### src/rtl/fetch_ctrl_pkg.sv
// Shared constants for the F-stage fetch sequencer: FSM encodings, reset/exception
// vectors, instruction-memory window and the redirect bundle type.
package fetch_ctrl_pkg;

  localparam logic [1:0] ST_BOOT  = 2'd0;
  localparam logic [1:0] ST_FETCH = 2'd1;
  localparam logic [1:0] ST_DRAIN = 2'd2;

  localparam logic [31:0] RESET_PC_DEF = 32'h0000_3000;
  localparam logic [31:0] EXC_PC_DEF   = 32'h0000_4180;
  localparam logic [31:0] IM_BASE_DEF  = 32'h0000_3000;
  localparam int unsigned IM_WORDS_DEF = 4096;

  localparam logic [4:0] EXC_NONE = 5'd0;
  localparam logic [4:0] EXC_ADEL = 5'd4;

  // Kill-and-redirect request from CP0 (exception entry or eret).
  typedef struct packed {
    logic        kill;
    logic [31:0] target;
  } redirect_t;

  // Highest word address that still lies inside the instruction memory.
  function automatic logic [31:0] im_last(input logic [31:0] base, input int unsigned words);
    return base + 32'(words * 4) - 32'd4;
  endfunction

endpackage

### src/rtl/fetch_ctrl_addr_chk.sv
// Pure combinational fetch-address check: flags misaligned PCs and PCs outside the
// instruction-memory window so the sequencer can raise AdEL without touching memory.
module fetch_ctrl_addr_chk
  import fetch_ctrl_pkg::*;
#(
  parameter logic [31:0] IM_BASE  = IM_BASE_DEF,
  parameter int unsigned IM_WORDS = IM_WORDS_DEF
) (
  input  logic [31:0] addr_i,
  output logic        bad_o
);

  localparam logic [31:0] IM_LAST = im_last(IM_BASE, IM_WORDS);

  logic misaligned;
  logic out_of_range;

  assign misaligned   = (addr_i[1:0] != 2'b00);
  assign out_of_range = (addr_i < IM_BASE) || (addr_i > IM_LAST);
  assign bad_o        = misaligned || out_of_range;

endmodule

### src/rtl/fetch_ctrl.sv
// F-stage sequencer: owns the PC, runs the instruction-memory request handshake and
// applies sequential, delayed-branch, exception and eret redirects.
module fetch_ctrl
  import fetch_ctrl_pkg::*;
#(
  parameter logic [31:0] RESET_PC = RESET_PC_DEF,
  parameter logic [31:0] EXC_PC   = EXC_PC_DEF,
  parameter logic [31:0] IM_BASE  = IM_BASE_DEF,
  parameter int unsigned IM_WORDS = IM_WORDS_DEF
) (
  input  logic        clk,
  input  logic        reset,
  input  logic        en,
  input  logic        branch_valid,
  input  logic [31:0] branch_target,
  input  logic        except_req,
  input  logic        eret_req,
  input  logic [31:0] epc,
  output logic        im_req,
  input  logic        im_ready,
  output logic [31:0] pc,
  output logic        fetch_valid,
  output logic [4:0]  fetch_exc
);

  logic [1:0]  state_q, state_d;
  logic [31:0] pc_q, pc_d;
  logic [31:0] pend_q, pend_d;
  logic        br_pend_q, br_pend_d;
  logic [31:0] br_target_q, br_target_d;

  logic        addr_bad;
  logic        fetch_done;
  redirect_t   redir;

  fetch_ctrl_addr_chk #(
    .IM_BASE  (IM_BASE),
    .IM_WORDS (IM_WORDS)
  ) u_addr_chk (
    .addr_i (pc_q),
    .bad_o  (addr_bad)
  );

  // Exception entry outranks eret when both arrive together.
  assign redir.kill   = except_req || eret_req;
  assign redir.target = except_req ? EXC_PC : epc;

  // A bad address completes instantly with AdEL; a good one waits for memory.
  assign fetch_done = addr_bad || im_ready;

  assign pc = pc_q;

  // NOTE: every signal assigned here gets a default first so no path can infer a latch.
  always_comb begin
    state_d     = state_q;
    pc_d        = pc_q;
    pend_d      = pend_q;
    br_pend_d   = br_pend_q;
    br_target_d = br_target_q;
    im_req      = 1'b0;
    fetch_valid = 1'b0;
    fetch_exc   = EXC_NONE;

    case (state_q)
      ST_BOOT: begin
        state_d = ST_FETCH;
      end

      ST_FETCH: begin
        im_req = !addr_bad;
        if (redir.kill) begin
          br_pend_d = 1'b0;
          if (fetch_done) begin
            pc_d = redir.target;
          end else begin
            pend_d  = redir.target;
            state_d = ST_DRAIN;
          end
        end else if (fetch_done) begin
          fetch_valid = 1'b1;
          fetch_exc   = addr_bad ? EXC_ADEL : EXC_NONE;
          if (en) begin
            if (br_pend_q)         pc_d = br_target_q;
            else if (branch_valid) pc_d = branch_target;
            else                   pc_d = pc_q + 32'd4;
            br_pend_d = 1'b0;
          end else if (branch_valid) begin
            br_pend_d   = 1'b1;
            br_target_d = branch_target;
          end
        end else if (branch_valid) begin
          // Delay slot still in flight: remember where to go once it is consumed.
          br_pend_d   = 1'b1;
          br_target_d = branch_target;
        end
      end

      ST_DRAIN: begin
        // The killed request must complete before the address may change.
        im_req = 1'b1;
        if (redir.kill) begin
          pend_d = redir.target;
        end
        if (im_ready) begin
          pc_d    = redir.kill ? redir.target : pend_q;
          state_d = ST_FETCH;
        end
      end

      default: begin
        state_d = ST_BOOT;
      end
    endcase
  end

  // NOTE: sequential state uses non-blocking assignments so all registers update together.
  always_ff @(posedge clk or negedge reset) begin
    if (!reset) begin
      state_q     <= ST_BOOT;
      pc_q        <= RESET_PC;
      pend_q      <= 32'd0;
      br_pend_q   <= 1'b0;
      br_target_q <= 32'd0;
    end else begin
      state_q     <= state_d;
      pc_q        <= pc_d;
      pend_q      <= pend_d;
      br_pend_q   <= br_pend_d;
      br_target_q <= br_target_d;
    end
  end

endmodule
### config.mk
export PLATFORM = sky130hd
export DESIGN_NAME = fetch_ctrl
export DESIGN_NICKNAME = d
export VERILOG_FILES = /design/src/rtl/fetch_ctrl_pkg.sv /design/src/rtl/fetch_ctrl_addr_chk.sv /design/src/rtl/fetch_ctrl.sv
export SDC_FILE = /design/constraint.sdc
export NUM_CORES = 1
export LEC_CHECK = 0
export BUFFER_PORTS_ARGS = -buffer_cell sky130_fd_sc_hd__buf_2
export CAP_MARGIN = 25
export CORE_MARGIN = 3
export CORE_UTILIZATION = 34
export CTS_CLUSTER_DIAMETER = 120
export DETAILED_ROUTE_END_ITERATION = 16
export PLACE_DENSITY_LB_ADDON = 0.1
export SLEW_MARGIN = 20
export SYNTH_ARGS = -nofsm -noshare
export SYNTH_HDL_FRONTEND = slang
export SYNTH_SLANG_ARGS = --single-unit
### constraint.sdc
create_clock -name clk -period 2.3 [get_ports clk]
set_input_delay 0.46 -clock clk [delete_from_list [all_inputs] [get_ports clk]]
set_output_delay 0.46 -clock clk [all_outputs]
set_load 0.01 [all_outputs]
-- Word level (Yosys, flattened, before mapping)
Cells that the tools add are included.
- bits in registers: 99
- logic and storage cells: 61
- bits of input ports: 71
- output and inout bits: 39
- $add $sub $neg: 1
- equality and inequality tests: 8
- multiplexer cells: 32
- bitwise gates (word level): 1
- $lt $le $gt $ge: 2
- reductions and logical operators: 12
- operators with widths (operator ; count):
    $mux W32 ; 14
    $pmux W32 S2 ; 2
    $add A32 B3 Y32 const B ; 1
    $gt A32 B15 Y1 const B ; 1
    $lt A32 B14 Y1 const B ; 1
    $mux W3 ; 4
    $ne A2 B2 Y1 const B ; 5
    $reduce_and A3 Y1 ; 3
    $mux W1 ; 7
    $mux W2 ; 3
    $pmux W2 S3 ; 1
    $logic_or A1 B1 Y1 ; 4
    $reduce_and A4 Y1 ; 1
    $reduce_bool A2 Y1 ; 2
    $ne A3 B3 Y1 const B ; 1
    $eq A2 B1 Y1 const B ; 1
    $eq A2 B2 Y1 const B ; 1
    $logic_not A2 Y1 ; 1
    $pmux W1 S2 ; 1
    $logic_not A1 Y1 ; 1
    $not A1 Y1 ; 1

-- Longest topological paths before layout
- depth in word-level cells: 7
- mapped depth: 10
- depth with buffers taken out: 8

-- By module
From an unflattened synthesis, not the netlist that was laid out.
- cell total of the unflattened synthesis: 643
- area, all modules: 6005.8 sq um
- by module, submodules not included (module ; cells an instance ; sequential area each (sq um) ; instances ; area an instance (sq um)):
    fetch_ctrl ; 634 ; 2479.9 ; 1 ; 5950.7
    fetch_ctrl_addr_chk ; 9 ; 0.0 ; 1 ; 55.1

-- Worst setup path before layout
No wires, ideal clock.
- kind: register -> register
- from: register pc_q[2], in the netlist pc[2]
- to: register pc_q[30], in the netlist pc[30]
- setup slack: -0.040 ns
- period minus slack after synthesis: 2.340 ns
- stages on the path, launching flop included: 8
- library setup time: 0.127 ns
- data required time: 2.173 ns
- buffers on the path: 0
- arrival time: 2.213 ns
- cell sequence: dfrtp_1 ha_1 nand4_1 or4_1 or4_1 xnor2_1 a311oi_1 o21ai_1
- word-level cells in the longest chain between the ends: 7
- elaborated cells on any way between the ends: 14
- classes of those cells: add/sub: 1; order compare: 2; eq/ne: 1; mux: 6; reduce/logical: 4
- ends and longest elaborated chain (item ; line ; source):
    start, declared ; fetch_ctrl.sv:27 ; logic [31:0] pc_q, pc_d;
    start signal, assigned ; fetch_ctrl.sv:126 ; pc_q <= pc_d;
    $add A32 B3 Y32 ; fetch_ctrl.sv:85 ; else pc_d = pc_q + 32'd4;
    $mux W32 ; fetch_ctrl.sv:84 ; else if (branch_valid) pc_d = branch_target;
    $mux W32 ; fetch_ctrl.sv:83 ; if (br_pend_q) pc_d = br_target_q;
    $mux W32 ; fetch_ctrl.sv:82 ; if (en) begin
    $mux W32 ; fetch_ctrl.sv:79 ; end else if (fetch_done) begin
    $mux W32 ; fetch_ctrl.sv:71 ; if (redir.kill) begin
    $pmux W32 S2 ; fetch_ctrl.sv:64 ; case (state_q)
Several ways; a longest one is shown, not always the timed one. The select of a mux whose other input is x is not followed.
A chain may end at the register's enable or synchronous reset.

-- Final worst setup path
- from: register pc_q[23], in the netlist pc[23]
- to: output port fetch_valid
- word-level cells in the longest chain between the ends: 7
- elaborated cells on any way between the ends: 8
- classes of those cells: order compare: 2; mux: 3; reduce/logical: 3
- ends and longest elaborated chain (item ; line ; source):
    $lt A32 B14 Y1 or $gt A32 B15 Y1 (tied branches) ; fetch_ctrl_addr_chk.sv:19 ; assign out_of_range = (addr_i < IM_BASE) || (addr_i > IM_LAST);
    $logic_or A1 B1 Y1 * ; fetch_ctrl_addr_chk.sv:19 ;
    $logic_or A1 B1 Y1 * ; fetch_ctrl_addr_chk.sv:20 ; assign bad_o = misaligned || out_of_range;
    $logic_or A1 B1 Y1 * ; fetch_ctrl.sv:49 ; assign fetch_done = addr_bad || im_ready;
    $mux W1 * ; fetch_ctrl.sv:79 ;
    $mux W1 * ; fetch_ctrl.sv:71 ;
    $mux W1 * ; fetch_ctrl.sv:64 ;
    end, declared ; fetch_ctrl.sv:22 ; output logic fetch_valid,
Every way passes the cells marked *; elsewhere a longest branch is shown, timed or not.

==> results.py <==
metrics = {
    "logic_synthesis": {
        "syn_area_per_cell_um2": 9.72,
        "async_flop_share_pct": 100,
        "synthDistinctLibCells": 71,
        "ys.flop_type": "dfrtp_1",
        "synth_area_leaders": "dfrtp_1, mux2_4, a22o_1",
        "ys_seq_elements": 99,
        "syn-instance-count": 626,
        "ys_warn_count": 0,
        "synth_seq_area_share_pct": 40.8,
        "syn_area_um2": 6080,
        "netlist.top_cell.by_area": "dfrtp_1",
        "synth_top_area_share_pct": 39.9,
        "synth-edff-count": 0,
    },
    "placed_design": {
        "place_area_um2": 7420,
        "gp_congestion": 0.903,
        "port_buffers": 105,
        "dpl.hpwl_um": 16400,
    },
    "global_routing": {
        "grt_overflow": 0,
        "grt_use_total_pct": 23.6,
        "antenna_found_initial": 1,
        "grt_pass1_vias": 6031,
        "grt_pass1_wl_um": 36100,
        "grt_start_max_net_pins": 40,
    },
    "sta": {
        "finalWorstSetupSlack_ns": -0.341,
        "fmax_mhz": 379,
        "tightest_slew_ns": 0.520,
        "min_period_over_period_pct": 115,
        "hold_violations": 0,
        "drv_slew": 0,
        "fin_crit_ns": 2.64,
        "slew_headroom_pct": 64.4,
        "rsz0062_at_grt": "yes",
        "finalSetupViolations": 96,
        "fin_skew_ns": 0.0128,
        "whs_ns": 0.0279,
    },
    "floorplan": {
        "die_w_um": 140,
        "die_h_um": 140,
        "initial_utilization_pct": 34.9,
        "core_area_um2": 17400,
        "die-area_um2": 19500,
        "io_pins": 110,
        "rows": 48,
    },
    "detailed_routing": {
        "drcViolationCount": 0,
        "routed_wl_um": 23500,
        "vias": 5960,
        "initialDrtViolationCount": 427,
        "wl_per_cell_um": 22.6,
        "firstDrtPassIters": 5,
        "ant_nets": 0,
        "viasPerCell": 5.74,
    },
    "clocking": {
        "clkTransAtPathRegs_ns": 0.08,
        "cts_num_sinks": 99,
        "cts_buffers": 9,
        "insertion_delay_ns": 0.36,
        "cts_hold_buffers": 0,
        "clock_path_buffers": 2,
        "cts_tree": "done",
        "cts_root_buf": "clkbuf_16",
        "h-tree-depth": 3,
    },
    "power": {
        "power_density_nw_per_um2": 1220,
        "leakage_nw": 3.81,
        "vdd_drop_max_v": 0.000499,
    },
    "worst_setup_path": {
        "cp_max_fo": 4,
        "slowest_delay_ns": 0.49,
        "critPathKind": "reg2out",
        "start_kind": "register",
        "cp.arrival_ns": 2.18,
        "path_delay_family": "simple AND/OR/NAND/NOR gates",
        "worst-path-buf-inv": 2,
        "worst_setup_path_end_kind": "output pin",
        "critPathSlowestCell": "or3_4",
        "cp_cell_sequence": "nor4_4 -> nand4_1 -> or3_4 -> nor2_4 -> buf_6 -> nor2_1 -> buf_2",
        "cp.required_ns": 1.84,
    },
    "status": {
        "violations": "setup timing",
        "outcome": "finished with violations",
    },
    "final_layout": {
        "final_layout_size_suffix_gt1_share_pct": 39.1,
        "mostFrequentLayoutCells": "buf_2, dfrtp_1, buf_4, nor2_1, a21oi_1",
        "multi_input_area_um2": 3480,
        "area_delta_synth_final_pct": 36.2,
        "final_util_pct": 47.6,
        "diodes": 0,
        "nNetsFinal": 884,
        "final_common_cell": "buf_2",
        "final_area_um2": 8290,
        "fillCellCount": 1694,
        "seq_area_um2": 2480,
    },
    "job": {
        "maxCapViolCount": 0,
    },
    "min_path": {
        "min_path_type": "in2async",
    },
}
[logic make-up (layout without fill, tap and decap cells)]
| logic type | Yosys count | after routing | share of synthesized area, % |
|---|---|---|---|
| AOI/OAI and AO/OA | 203 | 203 | 23.7 |
| xor gates and xnor gates | 10 | 10 | 1.44 |
| adders and majority gates | 5 | 5 | 1.03 |
| buffers and inverters | 63 | 247 | 5.16 |
| DFF | 99 | 99 | 40.8 |
| muxes | 51 | 51 | 10.9 |
| other | 1 | 4 | 0.0616 |
| and+or+nand+nor | 194 | 194 | 16.9 |
[path summary, 6_finish.rpt]
path | start | end | slack (ns) | cells past startpoint
worst max-delay path | pc[23] | fetch_valid | -0.34 | 7
worst min-delay path | reset | pc[10] | 0.03 | 1
worst max register to register | pc[23] | pc[28] | -0.25 | 10
worst min register to register | pend_q[30] | pend_q[30] | 0.49 | 2
max in group asynchronous | reset | pc[24] | 1.63 | 2
min in group clk | epc[19] | pend_q[19] | 0.34 | 2
[synthesized netlist by cell type, types with 6 or more instances]
master     n
inv_1     10
and3_1    11
a221o_1    7
clkbuf_1  24
o21ai_0   38
nor2_1    50
a31oi_1    8
buf_2     11
a22o_1    27
a211oi_1   6
mux2_4    30
o31ai_1    8
nand3_1   23
a221oi_1  12
nor2b_1    6
nand2_1   35
nor3_1    12
buf_1      6
nand2b_1   7
buf_6      6
a22oi_1    9
o22a_1     6
mux2i_1   17
nand4_1   10
xnor2_1    9
dfrtp_1   97
or3_1      7
a21oi_1   43
[flip-flops by register name, indices dropped and copies added (netlist names)]
signal,count
pend_q,32
br_target_q,32
pc,32
state_q,2
br_pend_q,1
[area by class of cell]
type	count	area share (%)
tap	225	3.40
multi-input combinational	467	42.0
sequential	99	29.9
clock inverter	4	0.604
timing repair buffer	220	20.4
inverter	11	0.528
clock buffer	12	3.09
[power by group]
group / internal [mW] / leakage, nW / switching (mW)
logic: 2.71 / 2.43 / 2.67
registers: 2.53 / 1.23 / 0.571
clock network: 0.903 / 0.145 / 0.712
total: 6.15 / 3.81 / 3.95
[timing repair]
action | in CTS | in global routing
pin swaps | 16 | 13
setup endpoints to repair | 79 | 97
setup buffers | 16 | 3
endpoints found under the hold margin | 0 | 0
cloned | 6 | 1
resized for setup | 47 | 36
[through the flow]
stage	worst slack (ns)	TNS, ns	instances	total power [mW]
global placement	-0.0972	-4.16	996	7.50
CTS	-0.302	-10.34	1034	9.89
global route	-0.463	-25.60	1038	10.7
floorplan	0.00678	0	629	5.57
finish	-0.341	-17.48	1038	10.1
detailed placement	-0.122	-5.45	996	7.58
[metal layers]
metal	wire length [um]	GRT usage [%]	part of all wire (%)	vias to the layer above
met5	0	0	0	-
met4	429	6.17	1.8	0
met3	1640	5.84	7.0	29
met2	10800	35.9	46	218
met1	10600	33.8	45	2982
li1	-	-	-	2731
Note: power is estimated with default switching activity, not from simulation.
